===== src/rtl/updown_counter_pkg.sv =====
// Shared types for the up/down counter system: FSM state and step direction.
package updown_counter_pkg;

    typedef enum logic [2:0] {
        INICIO   = 3'd0,
        ESPERA   = 3'd1,
        VERIFICA = 3'd2,
        INC      = 3'd3,
        DEC      = 3'd4,
        HOLD     = 3'd5
    } state_e;

    typedef enum logic {
        OP_UP   = 1'b0,
        OP_DOWN = 1'b1
    } op_e;

endpackage


===== src/rtl/updown_counter_if.sv =====
// Button/display bundle between the front-panel logic and the counter.
interface updown_counter_if #(
    parameter int WIDTH = 16
) ();
    logic             u;
    logic             d;
    logic             clr;
    logic [WIDTH-1:0] c_out;
    logic             z;
    logic             m;
    logic             lim;

    // Front panel side: drives requests, observes the count.
    modport master (
        output u, d, clr,
        input  c_out, z, m, lim
    );

    // Counter side.
    modport slave (
        input  u, d, clr,
        output c_out, z, m, lim
    );
endinterface


===== src/rtl/updown_counter_dp.sv =====
// Counter datapath: count register, bounded step arithmetic, z/m/lim flags.
module updown_counter_dp
    import updown_counter_pkg::*;
#(
    parameter int              WIDTH   = 16,
    parameter longint unsigned MAX_VAL = (64'd1 << WIDTH) - 64'd1,
    parameter longint unsigned STEP    = 1,
    parameter int              WRAP    = 0
) (
    input  logic             clk,
    input  logic             reset,
    input  logic             i_clr,
    input  logic             i_ld,
    input  op_e              i_op,
    output logic [WIDTH-1:0] o_cnt,
    output logic             o_z,
    output logic             o_m,
    output logic             o_lim
);

    localparam logic [WIDTH:0] MAXW  = (WIDTH+1)'(MAX_VAL);
    localparam logic [WIDTH:0] STEPW = (WIDTH+1)'(STEP);
    localparam logic [WIDTH:0] RANGE = MAXW + (WIDTH+1)'(1);

    logic [WIDTH-1:0] r_cnt;
    logic             r_lim;
    logic [WIDTH:0]   w_ext;
    logic [WIDTH-1:0] w_next;
    logic             w_hit;

    // Next count for one step, with range-end detection, in WIDTH+1 bits.
    always_comb begin
        w_ext  = {1'b0, r_cnt};
        w_next = r_cnt;
        w_hit  = 1'b0;
        if (i_op == OP_UP) begin
            if (w_ext > MAXW - STEPW) begin
                w_hit  = 1'b1;
                w_next = (WRAP != 0) ? WIDTH'(w_ext + STEPW - RANGE) : WIDTH'(MAXW);
            end else begin
                w_next = WIDTH'(w_ext + STEPW);
            end
        end else begin
            if (w_ext < STEPW) begin
                w_hit  = 1'b1;
                w_next = (WRAP != 0) ? WIDTH'(w_ext + RANGE - STEPW) : '0;
            end else begin
                w_next = WIDTH'(w_ext - STEPW);
            end
        end
    end

    // Count register; lim pulses in the same cycle the stepped value appears.
    always_ff @(posedge clk) begin
        if (reset) begin
            r_cnt <= '0;
            r_lim <= 1'b0;
        end else if (i_clr) begin
            r_cnt <= '0;
            r_lim <= 1'b0;
        end else if (i_ld) begin
            r_cnt <= w_next;
            r_lim <= w_hit;
        end else begin
            r_lim <= 1'b0;
        end
    end

    assign o_cnt = r_cnt;
    assign o_lim = r_lim;
    assign o_z   = (r_cnt == '0);
    assign o_m   = (r_cnt == WIDTH'(MAXW));

endmodule


===== src/rtl/updown_counter_sys.sv =====
// Up/down counter system: button-handshake FSM driving the counter datapath.
module updown_counter_sys
    import updown_counter_pkg::*;
#(
    parameter int              WIDTH   = 16,
    parameter longint unsigned MAX_VAL = (64'd1 << WIDTH) - 64'd1,
    parameter longint unsigned STEP    = 1,
    parameter int              WRAP    = 0,
    parameter int              REPEAT  = 0
) (
    input  logic               clk,
    input  logic               reset,
    updown_counter_if.slave    bus
);

    localparam int             TW       = (REPEAT > 1) ? $clog2(REPEAT) : 1;
    localparam logic [TW-1:0]  RPT_LAST = TW'(REPEAT - 1);

    state_e           r_state;
    logic             r_clr;
    logic             r_ld;
    op_e              r_op;
    logic [TW-1:0]    r_rpt;
    logic             r_blk;
    logic [WIDTH-1:0] w_cnt;
    logic             w_clr;
    logic             w_z;
    logic             w_m;
    logic             w_lim;

    // Control FSM; c_clr/c_ld/op are registered so they line up with INICIO/INC/DEC.
    // r_blk suppresses auto-repeat after a soft clear until both buttons are released.
    always_ff @(posedge clk) begin
        if (reset) begin
            r_state <= INICIO;
            r_clr   <= 1'b1;
            r_ld    <= 1'b0;
            r_op    <= OP_UP;
            r_rpt   <= '0;
            r_blk   <= 1'b0;
        end else if (bus.clr) begin
            r_state <= HOLD;
            r_clr   <= 1'b0;
            r_ld    <= 1'b0;
            r_rpt   <= '0;
            r_blk   <= 1'b1;
        end else begin
            case (r_state)
                INICIO: begin
                    r_state <= ESPERA;
                    r_clr   <= 1'b0;
                end
                ESPERA: begin
                    r_state <= VERIFICA;
                end
                VERIFICA: begin
                    if (bus.u && !bus.d) begin
                        r_state <= INC;
                        r_ld    <= 1'b1;
                        r_op    <= OP_UP;
                    end else if (bus.d && !bus.u) begin
                        r_state <= DEC;
                        r_ld    <= 1'b1;
                        r_op    <= OP_DOWN;
                    end else if (bus.u && bus.d) begin
                        r_state <= HOLD;
                        r_rpt   <= '0;
                    end
                end
                INC, DEC: begin
                    r_state <= HOLD;
                    r_ld    <= 1'b0;
                    r_rpt   <= '0;
                end
                HOLD: begin
                    if (!bus.u && !bus.d) begin
                        r_state <= VERIFICA;
                        r_rpt   <= '0;
                        r_blk   <= 1'b0;
                    end else if ((REPEAT > 0) && !r_blk) begin
                        if (bus.u && bus.d) begin
                            r_rpt <= '0;
                        end else if (r_rpt == RPT_LAST) begin
                            r_rpt <= '0;
                            r_ld  <= 1'b1;
                            if (bus.u) begin
                                r_state <= INC;
                                r_op    <= OP_UP;
                            end else begin
                                r_state <= DEC;
                                r_op    <= OP_DOWN;
                            end
                        end else begin
                            r_rpt <= r_rpt + TW'(1);
                        end
                    end
                end
                default: begin
                    r_state <= INICIO;
                    r_clr   <= 1'b1;
                    r_ld    <= 1'b0;
                end
            endcase
        end
    end

    assign w_clr = r_clr | bus.clr;

    updown_counter_dp #(
        .WIDTH   (WIDTH),
        .MAX_VAL (MAX_VAL),
        .STEP    (STEP),
        .WRAP    (WRAP)
    ) u_dp (
        .clk    (clk),
        .reset  (reset),
        .i_clr  (w_clr),
        .i_ld   (r_ld),
        .i_op   (r_op),
        .o_cnt  (w_cnt),
        .o_z    (w_z),
        .o_m    (w_m),
        .o_lim  (w_lim)
    );

    assign bus.c_out = w_cnt;
    assign bus.z     = w_z;
    assign bus.m     = w_m;
    assign bus.lim   = w_lim;

endmodule


===== src/flat_wrapper.sv =====
// flat-port wrapper written by rule: the top's interface ports become plain ports
module updown_counter_sys_flat import updown_counter_pkg::*;
#(
    parameter int              WIDTH   = 16,
    parameter longint unsigned MAX_VAL = (64'd1 << WIDTH) - 64'd1,
    parameter longint unsigned STEP    = 1,
    parameter int              WRAP    = 0,
    parameter int              REPEAT  = 0
)
  (clk, reset, bus_u, bus_d, bus_clr, bus_c_out, bus_z, bus_m, bus_lim);
  updown_counter_if #(.WIDTH(WIDTH)) bus_i ();
  input  logic clk;
  input  logic reset;
  input wire logic [$bits(bus_i.u)-1:0] bus_u;
  input wire logic [$bits(bus_i.d)-1:0] bus_d;
  input wire logic [$bits(bus_i.clr)-1:0] bus_clr;
  output wire logic [$bits(bus_i.c_out)-1:0] bus_c_out;
  output wire logic [$bits(bus_i.z)-1:0] bus_z;
  output wire logic [$bits(bus_i.m)-1:0] bus_m;
  output wire logic [$bits(bus_i.lim)-1:0] bus_lim;
  assign bus_i.u = bus_u;
  assign bus_i.d = bus_d;
  assign bus_i.clr = bus_clr;
  assign bus_c_out = bus_i.c_out;
  assign bus_z = bus_i.z;
  assign bus_m = bus_i.m;
  assign bus_lim = bus_i.lim;
  updown_counter_sys #(.WIDTH(WIDTH), .MAX_VAL(MAX_VAL), .STEP(STEP), .WRAP(WRAP), .REPEAT(REPEAT)) u_core (.clk(clk), .reset(reset), .bus(bus_i));
endmodule

===== config.mk =====
export PLATFORM = sky130hd
export DESIGN_NAME = updown_counter_sys_flat
export DESIGN_NICKNAME = d
export VERILOG_FILES = /design/src/rtl/updown_counter_pkg.sv /design/src/rtl/updown_counter_if.sv /design/src/rtl/updown_counter_dp.sv /design/src/rtl/updown_counter_sys.sv /design/src/flat_wrapper.sv
export SDC_FILE = /design/constraint.sdc
export NUM_CORES = 1
export LEC_CHECK = 0
export CAP_MARGIN = 20
export CORE_ASPECT_RATIO = 0.6
export CORE_UTILIZATION = 38
export CTS_BUF_LIST = sky130_fd_sc_hd__clkbuf_4 sky130_fd_sc_hd__clkbuf_8
export CTS_CLUSTER_DIAMETER = 150
export DETAILED_ROUTE_END_ITERATION = 16
export GPL_TIMING_DRIVEN = 0
export PLACE_DENSITY = 0.57
export SETUP_SLACK_MARGIN = 0.1
export SYNTH_ARGS = -nofsm -noshare
export SYNTH_HDL_FRONTEND = slang
export SYNTH_SLANG_ARGS = --single-unit

===== constraint.sdc =====
create_clock -name clk -period 3.2 [get_ports clk]
set_clock_uncertainty 0.05 [all_clocks]
set_input_delay 0.48 -clock clk [delete_from_list [all_inputs] [get_ports clk]]
set_output_delay 0.48 -clock clk [all_outputs]
set_load 0.005 [all_outputs]

# [Yosys cells after proc, flatten, opt, wreduce, memory -nomap -nowiden]
# Cells that the tools add are included.
[totals] ff_bits=23 inputBits=5 out_inout_bits=19 word_cells=64
[classes] n_addsub=2 order_cmp=2 eq_ne=12 mux=18 bitwise_logic=4 n_reduce_logical=19
[ops] cell="$mux 16" count=3
[ops] cell="$add 16x1->16 const B" count=1
[ops] cell="$eq 16x16->1 const B" count=1
[ops] cell="$gt 16x16->1 const B" count=1
[ops] cell="$logic_not 16->1" count=1
[ops] cell="$lt 16x1->1 const B" count=1
[ops] cell="$sub 16x1->16 const B" count=1
[ops] cell="$mux 3" count=5
[ops] cell="$pmux 3 s5" count=1
[ops] cell="$mux 1" count=7
[ops] cell="$eq 3x2->1 const B" count=2
[ops] cell="$eq 3x3->1 const B" count=2
[ops] cell="$reduce_and 2->1" count=3
[ops] cell="$reduce_or 2->1" count=3
[ops] cell="$reduce_or 3->1" count=2
[ops] cell="$ne 5x2->1 const B" count=1
[ops] cell="$reduce_or 5->1" count=1
[ops] cell="$logic_and 1x1->1" count=4
[ops] cell="$ne 2x1->1 const B" count=2
[ops] cell="$ne 4x1->1 const B" count=1
[ops] cell="$pmux 1 s2" count=2
[ops] cell="$eq 3x1->1 const B" count=1
[ops] cell="$logic_not 3->1" count=1
[ops] cell="$ne 3x1->1 const B" count=1
[ops] cell="6 further kinds" count=9

# [Depth between registers and ports, before layout]
# Gate-level depths: netlist of the first run.
[logic_depth] word_depth=6 mapped_depth=8 ltp_nobuf=7

# [Cells and area by module]
# A second synthesis of the first run with hierarchy kept.
[hier_totals] cells_unflattened=259 hier_area_um2=2031.9
[modules_own_cells] mod="updown_counter_dp" instances=1 cells_each=214 area_per_inst_um2=1646.6 seq_area_each_um2=340.3
[modules_own_cells] mod="updown_counter_sys" instances=1 cells_each=45 area_per_inst_um2=385.4 seq_area_each_um2=120.1

# [Worst setup path before layout of the first run]
# OpenSTA, ideal clock, no wires.
[synth_timing] kind="register -> register" from="register u_core.u_dp.r_cnt[0] (netlist: u_core.u_dp.o_cnt[0])" to="register u_core.u_dp.r_cnt[9] (netlist: u_core.u_dp.o_cnt[9])" setup_time_ns=0.095 arrival_time_ns=1.942 required_time_ns=3.055 setup_slack_ns=1.112 path_stages_with_launch=9 n_path_buf=1 synth_period_minus_slack_ns=2.088 cell_sequence="dfxtp_1 > clkbuf_1 > inv_1 > ha_1 > nor2b_1 > and3_1 > a21oi_2 > a22oi_1 > a221oi_1"
[synth_between] elab_chain_cells=3 word_cells_on_any_way=7 cone_classes="add/sub: 2; order compare: 2; mux: 3"
[synth_lines] item="start: declaration" line_no="updown_counter_dp.sv:25" text="logic [WIDTH-1:0] r_cnt;"
[synth_lines] item="start signal: assignment" line_no="updown_counter_dp.sv:62" text="r_cnt <= w_next;"
[synth_lines] item="$add 16x1->16, or another cell as far along" line_no="updown_counter_dp.sv:41" text="w_next = WIDTH'(w_ext + STEPW);"
[synth_lines] item="$mux 16, on equally long branches" line_no="updown_counter_dp.sv:37, updown_counter_dp.sv:44"
[synth_lines] item="$mux 16 *" line_no="updown_counter_dp.sv:36" text="if (i_op == OP_UP) begin"
# Mark *: on every way between the ends. The rest lies on a longest branch, timed or not.
# A chain may end at the register's enable or synchronous reset.

# [Worst setup path in the final report of the first run]
[layout_timing] from="register u_core.u_dp.r_cnt[0] (netlist: u_core.u_dp.o_cnt[0])" to="output bus_z"
[layout_between] elab_chain_cells=1
[layout_lines] item="$logic_not 16->1" line_no="updown_counter_dp.sv:71" text="assign o_z = (r_cnt == '0);"
[layout_lines] item="end: declaration" line_no="flat_wrapper.sv:18" text="output wire logic [$bits(bus_i.z)-1:0] bus_z;"
# Every way passes these cells.

==> results of run 1 <==
critical path, stage by stage, from the launching register on:
cell	delay (ps)
dfxtp_1	330
clkbuf_1	190
inv_1	150
ha_1	280
nor2b_4	250
nand3_1	200
nor2_2	230
clkdlybuf4s50_1	530
stage by stage:
| step | hold WS [ps] | area (um^2) |
|---|---|---|
| 6_report | 484 | 2200 |
| 2_1_floorplan | 445 | 1840 |
| 4_1_cts | 488 | 2180 |
| 5_1_grt | 528 | 2200 |
| 3_3_place_gp | 476 | 2140 |
| 3_5_place_dp | 473 | 2140 |
layout by cell type, fill, tap and decap left out, drive strengths merged, types with 2 or more instances in the layout:
master / n
inv: 12
a311oi: 2
mux2i: 2
a211oi: 2
o21a: 4
nand3: 11
a41oi: 2
a22oi: 6
buf: 12
nor2b: 4
a221oi: 3
xnor2: 11
nand4b: 2
and3: 3
or3: 3
a31oi: 6
or4: 2
a31o: 2
nand2: 12
dfxtp: 23
xor2: 5
clkbuf: 16
nor4: 8
a21oi: 13
nor3b: 2
o21ai: 18
nand4: 7
ha: 7
nor3: 13
nor2: 18
o22ai: 2
clkdlybuf4s50: 22
metal layers:
layer	wire length, um	vias up	global-route usage [%]
li1	-	938	-
met1	2670	839	36.3
met2	2080	78	30.0
met3	634	5	4.23
met4	28	0	3.35
met5	0	-	0
worst paths after layout:
kind	from	end	slack [ps]
setup / recovery	u_core.u_dp.o_cnt[0]$_SDFFE_PP0P_	bus_z	240
hold / removal	u_core.r_clr$_SDFFE_PP1P_	u_core.r_clr$_SDFFE_PP1P_	480
setup reg to reg	u_core.u_dp.o_cnt[0]$_SDFFE_PP0P_	u_core.u_dp.o_cnt[9]$_SDFFE_PP0P_	670
hold reg to reg	u_core.r_clr$_SDFFE_PP1P_	u_core.r_clr$_SDFFE_PP1P_	480
power by group through the flow:
stage / Sequential [mW] / Clock (mW) / Combinational [mW]
CTS: 0.292 / 0.205 / 0.0476
floorplan: 0.298 / 0 / 0.0323
detailed placement: 0.299 / 0 / 0.0474
finish: 0.292 / 0.201 / 0.0482
global route: 0.293 / 0.218 / 0.0539
global placement: 0.298 / 0 / 0.0477
area by class of cell:
type | instances | area, um^2
fillers | 474 | 2410
inverters | 12 | 45.0
multi-input cells | 183 | 1230
plain buffers | 24 | 113
clock buffers | 4 | 48.8
flip-flops and latches | 23 | 460
repair buffers | 22 | 220
well taps | 63 | 78.8
synth_stat cells, types with 2 or more instances:
cell	number	share of area, %
mux2i_1	2	1.1
a311oi_1	2	0.95
nor3_1	11	3.0
inv_1	12	2.5
or3_4	2	1.2
nand4b_1	2	0.95
nand3_1	11	3.0
clkbuf_1	12	2.5
ha_1	7	4.8
nor3b_1	2	0.82
dfxtp_1	23	25
nor4_1	7	2.4
nor3_2	2	1.1
a221oi_1	2	0.95
xnor2_1	11	5.2
a41oi_1	2	0.95
o21ai_1	5	1.4
a31oi_1	6	2.0
buf_2	9	2.5
o22ai_1	2	0.68
and3_1	3	1.0
nand2_1	12	2.5
nor2_1	17	3.5
o21ai_0	13	3.5
a211oi_1	2	0.82
a21oi_1	12	3.3
a31o_1	2	0.95
nand4_1	6	2.0
nor2b_1	4	1.4
a22oi_1	6	2.5
o21a_1	4	1.6
xor2_1	5	2.4
logic make-up after synthesis:
family                   count (synthesis)
XOR/XNOR                                16
flip-flops                              23
adder cells (fa/ha/maj)                  7
AO/OA/AOI/OAI                           68
buffers and inverters                   36
multiplexers                             2
AND/OR/NAND/NOR                         90
sequential cells by signal, summed over array words and instances (netlist names):
register           flops
u_core.r_ld            1
u_core.u_dp.o_lim      1
u_core.u_dp.o_cnt     16
u_core.r_clr           1
u_core.r_op            1
u_core.r_state         3
==> impl_metrics.ini, run 1 <==
[clock_tree]
path_clk_slew_ps = 90
clockBufferDepth = 2
cts-root-buf = clkbuf_8
cts_buffers = 3
cts_tree = done
cts.sinks = 23
ctsHoldBuffers = 0
cts_resized = 0
cts_setup_buffers = 0
clk_latency_ps = 270
cts_max_level = 1

[synth]
synth_simple_gate_area_share_pct = 27.9
syn_inst = 242
syn_nets = 254
syn_area_per_cell_um2 = 7.59
synthArstFlopShare_pct = 0
synth_mux_area_share_pct = 1.09
synth_edf_count = 0
synthDistinctLibCells = 56
synth_flop_cell = dfxtp_1
ys_warn_count = 0
synth_area_mm2 = 0.00184
synth_xor_area_share_pct = 7.63
synth_top_family_by_area = simple AND/OR/NAND/NOR gates
synth-adder-area-share_pct = 4.77
synth-compound-area-share_pct = 24.9
synth-seq-cells = 23
ys_seq_area_share_pct = 25.1

[outcome]
status = completed

[timing]
fmax_ghz = 0.338
relSlewSlack_pct = 54.0
tns_ps = 0
finalCritPeriodShare_pct = 92.5
final.setup.worst_slack_ps = 240
worst_slew_pin_slew_ps = 684
setup_viol = 0
final_max_slew_viol_count = 0
finalHoldViolCount = 0
rsz0062_at_grt = no
period_needed_ps = 2960

[drt]
vias = 1860
drtAntennaViolNets = 0
wirelength_um = 5410
via_per_inst = 5.62
remaining_drc_errors = 0
initialDrtViolationCount = 149
wl_per_cell_um = 16.3
dr.pass1.iters = 4

[die]
die_w_um = 91.8
num_io_pins = 24
fp-row-count = 19
dieArea_mm2 = 0.00512
die_h_um = 55.9
initial_core_util_pct = 39.8
coreArea_mm2 = 0.00461

[worst_setup_path]
worstSetupPathType = reg -> out
reg2reg_depth = 8
crit_required_ps = 2670
start_kind = flop
end_kind = output pin
crit_fanout = 8
worst-endpoint-arrival_ps = 2430

[job]
drv_cap = 0

[hold_path]
hold_depth = 2
hold_path_class = reg -> reg

[power_and_ir_drop]
p_leak_nw = 0.771
powerDensity_mw_per_mm2 = 246
internal-power_uw = 407
p_seq_share_pct = 54.0
p_switching_uw = 134
sw_frac_of_total_pct = 24.8
total_power_uw = 541
ir_drop_mv = 0.137
clkPwrFrac_pct = 37.2
pwr-share-comb_pct = 8.9

[global_route]
gr-total-overflow = 0
grt_first_pass_wirelength_um = 8760
grt_max_degree = 13
grt_use_total_pct = 22.3
antenna_found_initial = 0
grt_pass1_vias = 1625

[finish]
fin_cells = 331
area_growth_syn_to_layout_pct = 19.7
layout-drive-gt1-share_pct = 10.8
diodes = 0
post-route-util_pct = 47.7
final_nets = 281

[placement]
place_congestion = 0.929
numPortBuffers = 22
dp.cells = 327
dpl.hpwl_um = 3980
dp_worst_setup_slack_ps = 409
No activity file was read; power rests on OpenSTA's default activity.
==> run 2: changes to the inputs <==
--- a/config.mk
+++ b/config.mk
@@ -13,6 +13,7 @@
 export DETAILED_ROUTE_END_ITERATION = 16
 export GPL_TIMING_DRIVEN = 0
 export PLACE_DENSITY = 0.57
+export REMOVE_ABC_BUFFERS = 1
 export SETUP_SLACK_MARGIN = 0.1
 export SYNTH_ARGS = -nofsm -noshare
 export SYNTH_HDL_FRONTEND = slang
==> impl_metrics.ini, run 2 (synthesis results as in run 1) <==
[outcome]
status = completed

[timing]
finalCritPeriodShare_pct = 91.6
rsz0062_at_grt = no
final_max_slew_viol_count = 0
finalHoldViolCount = 0
setup_viol = 0
tns_ps = 0
worst_slew_pin_slew_ps = 855
fmax_ghz = 0.341
relSlewSlack_pct = 42.7
period_needed_ps = 2930
final.setup.worst_slack_ps = 269

[die]
num_io_pins = 24
coreArea_mm2 = 0.00461
fp-row-count = 19
initial_core_util_pct = 39.8
dieArea_mm2 = 0.00512
die_h_um = 55.9
die_w_um = 91.8

[worst_setup_path]
worst-endpoint-arrival_ps = 2400
worstSetupPathType = reg -> out
crit_fanout = 10
path_cells = or4_4, or3_4, nor2_2, clkdlybuf4s50_1
crit_family = simple AND/OR/NAND/NOR gates
crit_required_ps = 2670
reg2reg_depth = 6
cp.depth = 4
start_kind = flop
cp_slowest_cell = or4_4
critical_path_buf_inv_count = 1
end_kind = output pin
slowest_delay_ps = 610
rrSetupSlack_ps = 360

[hold_path]
hold_depth = 2
hold_path_class = reg -> reg

[finish]
final_cell_mix = 23 x clkdlybuf4s50_1, 23 x dfxtp_1, 17 x nor2_1, 13 x o21ai_0
fin_cells = 310
area_growth_syn_to_layout_pct = 14.5
layout-drive-gt1-share_pct = 8.10
final_nets = 260
num-fill-cells = 485
diodes = 0
largest_register_ffs = 16

[clock_tree]
clk_latency_ps = 280
ctsHoldBuffers = 0
cts_buffers = 3
cts_tree = done
clockBufferDepth = 2
cts-root-buf = clkbuf_8
cts_resized = 0
cts_max_level = 1
cts_setup_buffers = 0
cts.sinks = 23
path_clk_slew_ps = 90

[placement]
dp_worst_setup_slack_ps = 418
dpl.hpwl_um = 3450
place_congestion = 0.835
dp.cells = 306
numPortBuffers = 23

[drt]
vias = 1771
dr.pass1.iters = 4
wl_per_cell_um = 15.9
wirelength_um = 4920
remaining_drc_errors = 0
initialDrtViolationCount = 135
drtAntennaViolNets = 0
via_per_inst = 5.71

[global_route]
gr-total-overflow = 0
grt_max_degree = 18
grt_first_pass_wirelength_um = 8090
grt_pass1_vias = 1485
grt_use_total_pct = 20.5
antenna_found_initial = 0

[power_and_ir_drop]
ir_drop_mv = 0.168
p_leak_nw = 0.697
powerDensity_mw_per_mm2 = 255

[job]
drv_cap = 0
==> run 2: cell count changes in the layout (fill, tap and decap cells not counted), sizes merged <==
| cell | previous run | this run |
|---|---|---|
| buf | 12 | 2 |
| clkbuf | 16 | 3 |
| clkdlybuf4s50 | 22 | 23 |
| clkinv | 0 | 1 |
==> run 2: area by class of cell <==
type,count,area (um^2),area share [%]
clock buffers,3,41.3,1.96
clock inverters,1,5.00,0.238
well taps,63,78.8,3.75
multi-input cells,183,1230,58.5
inverters,12,45.0,2.14
flip-flops and latches,23,460,21.9
repair buffers,25,243,11.5
==> run 2: worst register-to-register path: cells and delay by family, from the launching register on <==
family	cells	cell delay [ps]
buf+inv	2	690
flops	1	730
simple gates	1	290
compound gates	3	960
==> run 2: per-stage QoR <==
step                area (um^2)  hold WS [ps]  utilization [%]  total power, mW
floorplan                  1720           445                -            0.327
global placement           2030           472             44.1            0.344
detailed placement         2050           483             44.5            0.344
CTS                        2100           500             45.5            0.542
global route               2100           520             45.6            0.560
finish                     2100           501             45.6            0.536
==> run 2: layer usage <==
metal / vias up / track usage, % / wire (um)
li1: 895 / - / -
met1: 826 / 34.3 / 2690
met2: 48 / 26.2 / 1880
met3: 2 / 4.64 / 327
met4: 0 / 2.01 / 15
met5: - / 0 / 0
==> run 2: path summary, 6_finish.rpt <==
| check | start | to |
|---|---|---|
| max | u_core.u_dp.o_cnt[10]$_SDFFE_PP0P_ | bus_z |
| min | u_core.r_clr$_SDFFE_PP1P_ | u_core.r_clr$_SDFFE_PP1P_ |
| max reg2reg | u_core.r_op$_SDFFE_PP0P_ | u_core.u_dp.o_cnt[15]$_SDFFE_PP0P_ |
| min reg2reg | u_core.r_clr$_SDFFE_PP1P_ | u_core.r_clr$_SDFFE_PP1P_ |
==> run 2: where the power goes <==
part / leakage (nW) / switching [mW] / internal, mW
logic: 0.485 / 0.0210 / 0.0186
clock network: 0.0255 / 0.111 / 0.0874
registers: 0.186 / 0.00835 / 0.290
==> run 3: changes to the inputs <==
--- a/config.mk
+++ b/config.mk
@@ -15,6 +15,7 @@
 export PLACE_DENSITY = 0.57
 export REMOVE_ABC_BUFFERS = 1
 export SETUP_SLACK_MARGIN = 0.1
+export SLEW_MARGIN = 20
 export SYNTH_ARGS = -nofsm -noshare
 export SYNTH_HDL_FRONTEND = slang
 export SYNTH_SLANG_ARGS = --single-unit
==> impl_metrics.ini, run 3 (synthesis results as in run 1) <==
[finish]
final_cell_mix = 23 x clkdlybuf4s50_1, 23 x dfxtp_1, 17 x nor2_1, 13 x o21ai_0
layout-drive-gt1-share_pct = 8.54
area_growth_syn_to_layout_pct = 15.7
diodes = 0
final_nets = 259
largest_register_ffs = 16

[drt]
dr.pass1.iters = 5
remaining_drc_errors = 0
wirelength_um = 5070
wl_per_cell_um = 16.4
vias = 1814
initialDrtViolationCount = 167
via_per_inst = 5.87
drtAntennaViolNets = 0

[die]
coreArea_mm2 = 0.00461
num_io_pins = 24
die_h_um = 55.9
fp-row-count = 19
dieArea_mm2 = 0.00512
initial_core_util_pct = 39.8
die_w_um = 91.8

[global_route]
busiest_layer = met1
gr-usage-met2_pct = 26.2
grt_first_pass_wirelength_um = 8420
met3_usage_pct = 3.96
grt_max_degree = 18
grt.met1_usage_pct = 36.1
grt_use_total_pct = 20.9
gr-total-overflow = 0
antenna_found_initial = 0
grt_pass1_vias = 1499

[worst_setup_path]
critical_path_buf_inv_count = 1
path_cells = or4_4, or3_4, nor2_2, clkdlybuf4s50_1
end_kind = output pin
worstSetupPathType = reg -> out
slowest_delay_ps = 620
worst-endpoint-arrival_ps = 2410
cp_slowest_cell = or4_4
crit_required_ps = 2670
crit_fanout = 10
crit_family = simple AND/OR/NAND/NOR gates
start_kind = flop

[timing]
final_max_slew_viol_count = 0
fmax_ghz = 0.340
finalHoldViolCount = 0
worst_slew_pin_slew_ps = 724
finalCritPeriodShare_pct = 91.9
final.setup.worst_slack_ps = 259
whs_ps = 501
rsz0062_at_grt = no
tns_ps = 0
setup_viol = 0
relSlewSlack_pct = 51.7
period_needed_ps = 2940

[placement]
dpl.hpwl_um = 3470
numPortBuffers = 23
dp_worst_setup_slack_ps = 365
place_congestion = 0.835

[clock_tree]
clockBufferDepth = 2
cts_buffers = 3
cts-root-buf = clkbuf_8
clk_latency_ps = 270
path_clk_slew_ps = 90
cts_max_level = 1
cts_setup_buffers = 0
cts.sinks = 23
cts_tree = done

[power_and_ir_drop]
ir_drop_mv = 0.154
p_leak_nw = 0.720
total_power_uw = 535
powerDensity_mw_per_mm2 = 252

[outcome]
status = completed

[hold_path]
hold_path_class = reg -> reg

[job]
drv_cap = 0
## run 3: stage by stage
step	utilization, %	area, um^2	instances
3_5_place_dp	44.7	2060	305
5_1_grt	46.1	2130	309
2_1_floorplan	-	1720	218
3_3_place_gp	44.1	2030	304
6_report	46.1	2130	309
4_1_cts	45.8	2110	309
## run 3: final cells by class
| class | instances | area [um^2] |
|---|---|---|
| timing repair buffer | 24 | 238 |
| tap | 63 | 78.8 |
| clock buffer | 3 | 41.3 |
| multi-input combinational | 183 | 1260 |
| clock inverter | 1 | 5.00 |
| sequential | 23 | 460 |
| fill | 474 | 2490 |
| inverter | 12 | 45.0 |
## run 3: tightest hold or removal path, stage by stage (launching register included)
cell,delay (ps)
dfxtp_1,350
nor2_1,90
o31ai_1,70
## run 3: final timing paths
kind                                                         start                                  to  slack, ps  cells past startpoint
worst max-delay path            u_core.u_dp.o_cnt[10]$_SDFFE_PP0P_                               bus_z        260                      4
worst min-delay path                     u_core.r_clr$_SDFFE_PP1P_           u_core.r_clr$_SDFFE_PP1P_        500                      2
worst max register to register            u_core.r_op$_SDFFE_PP0P_  u_core.u_dp.o_cnt[15]$_SDFFE_PP0P_        460                      5
worst min register to register           u_core.r_clr$_SDFFE_PP1P_           u_core.r_clr$_SDFFE_PP1P_        500                      2
## run 3: report_power, final
part	total, mW	internal [mW]	switching (mW)
Sequential	0.299	0.290	0.00855
Clock	0.196	0.0873	0.108
Combinational	0.0406	0.0192	0.0214
## run 3: what timing repair did
item                       CTS  global route
hold buffers                 0             0
resized for setup            1             2
cloned                       0             0
setup endpoints to repair    1             2
## run 3: routing by layer
layer / wire, um / vias up
met1: 2690 / 852
met3: 395 / 2
li1: - / 896
met4: 14 / 0
met5: 0 / -
met2: 1960 / 64
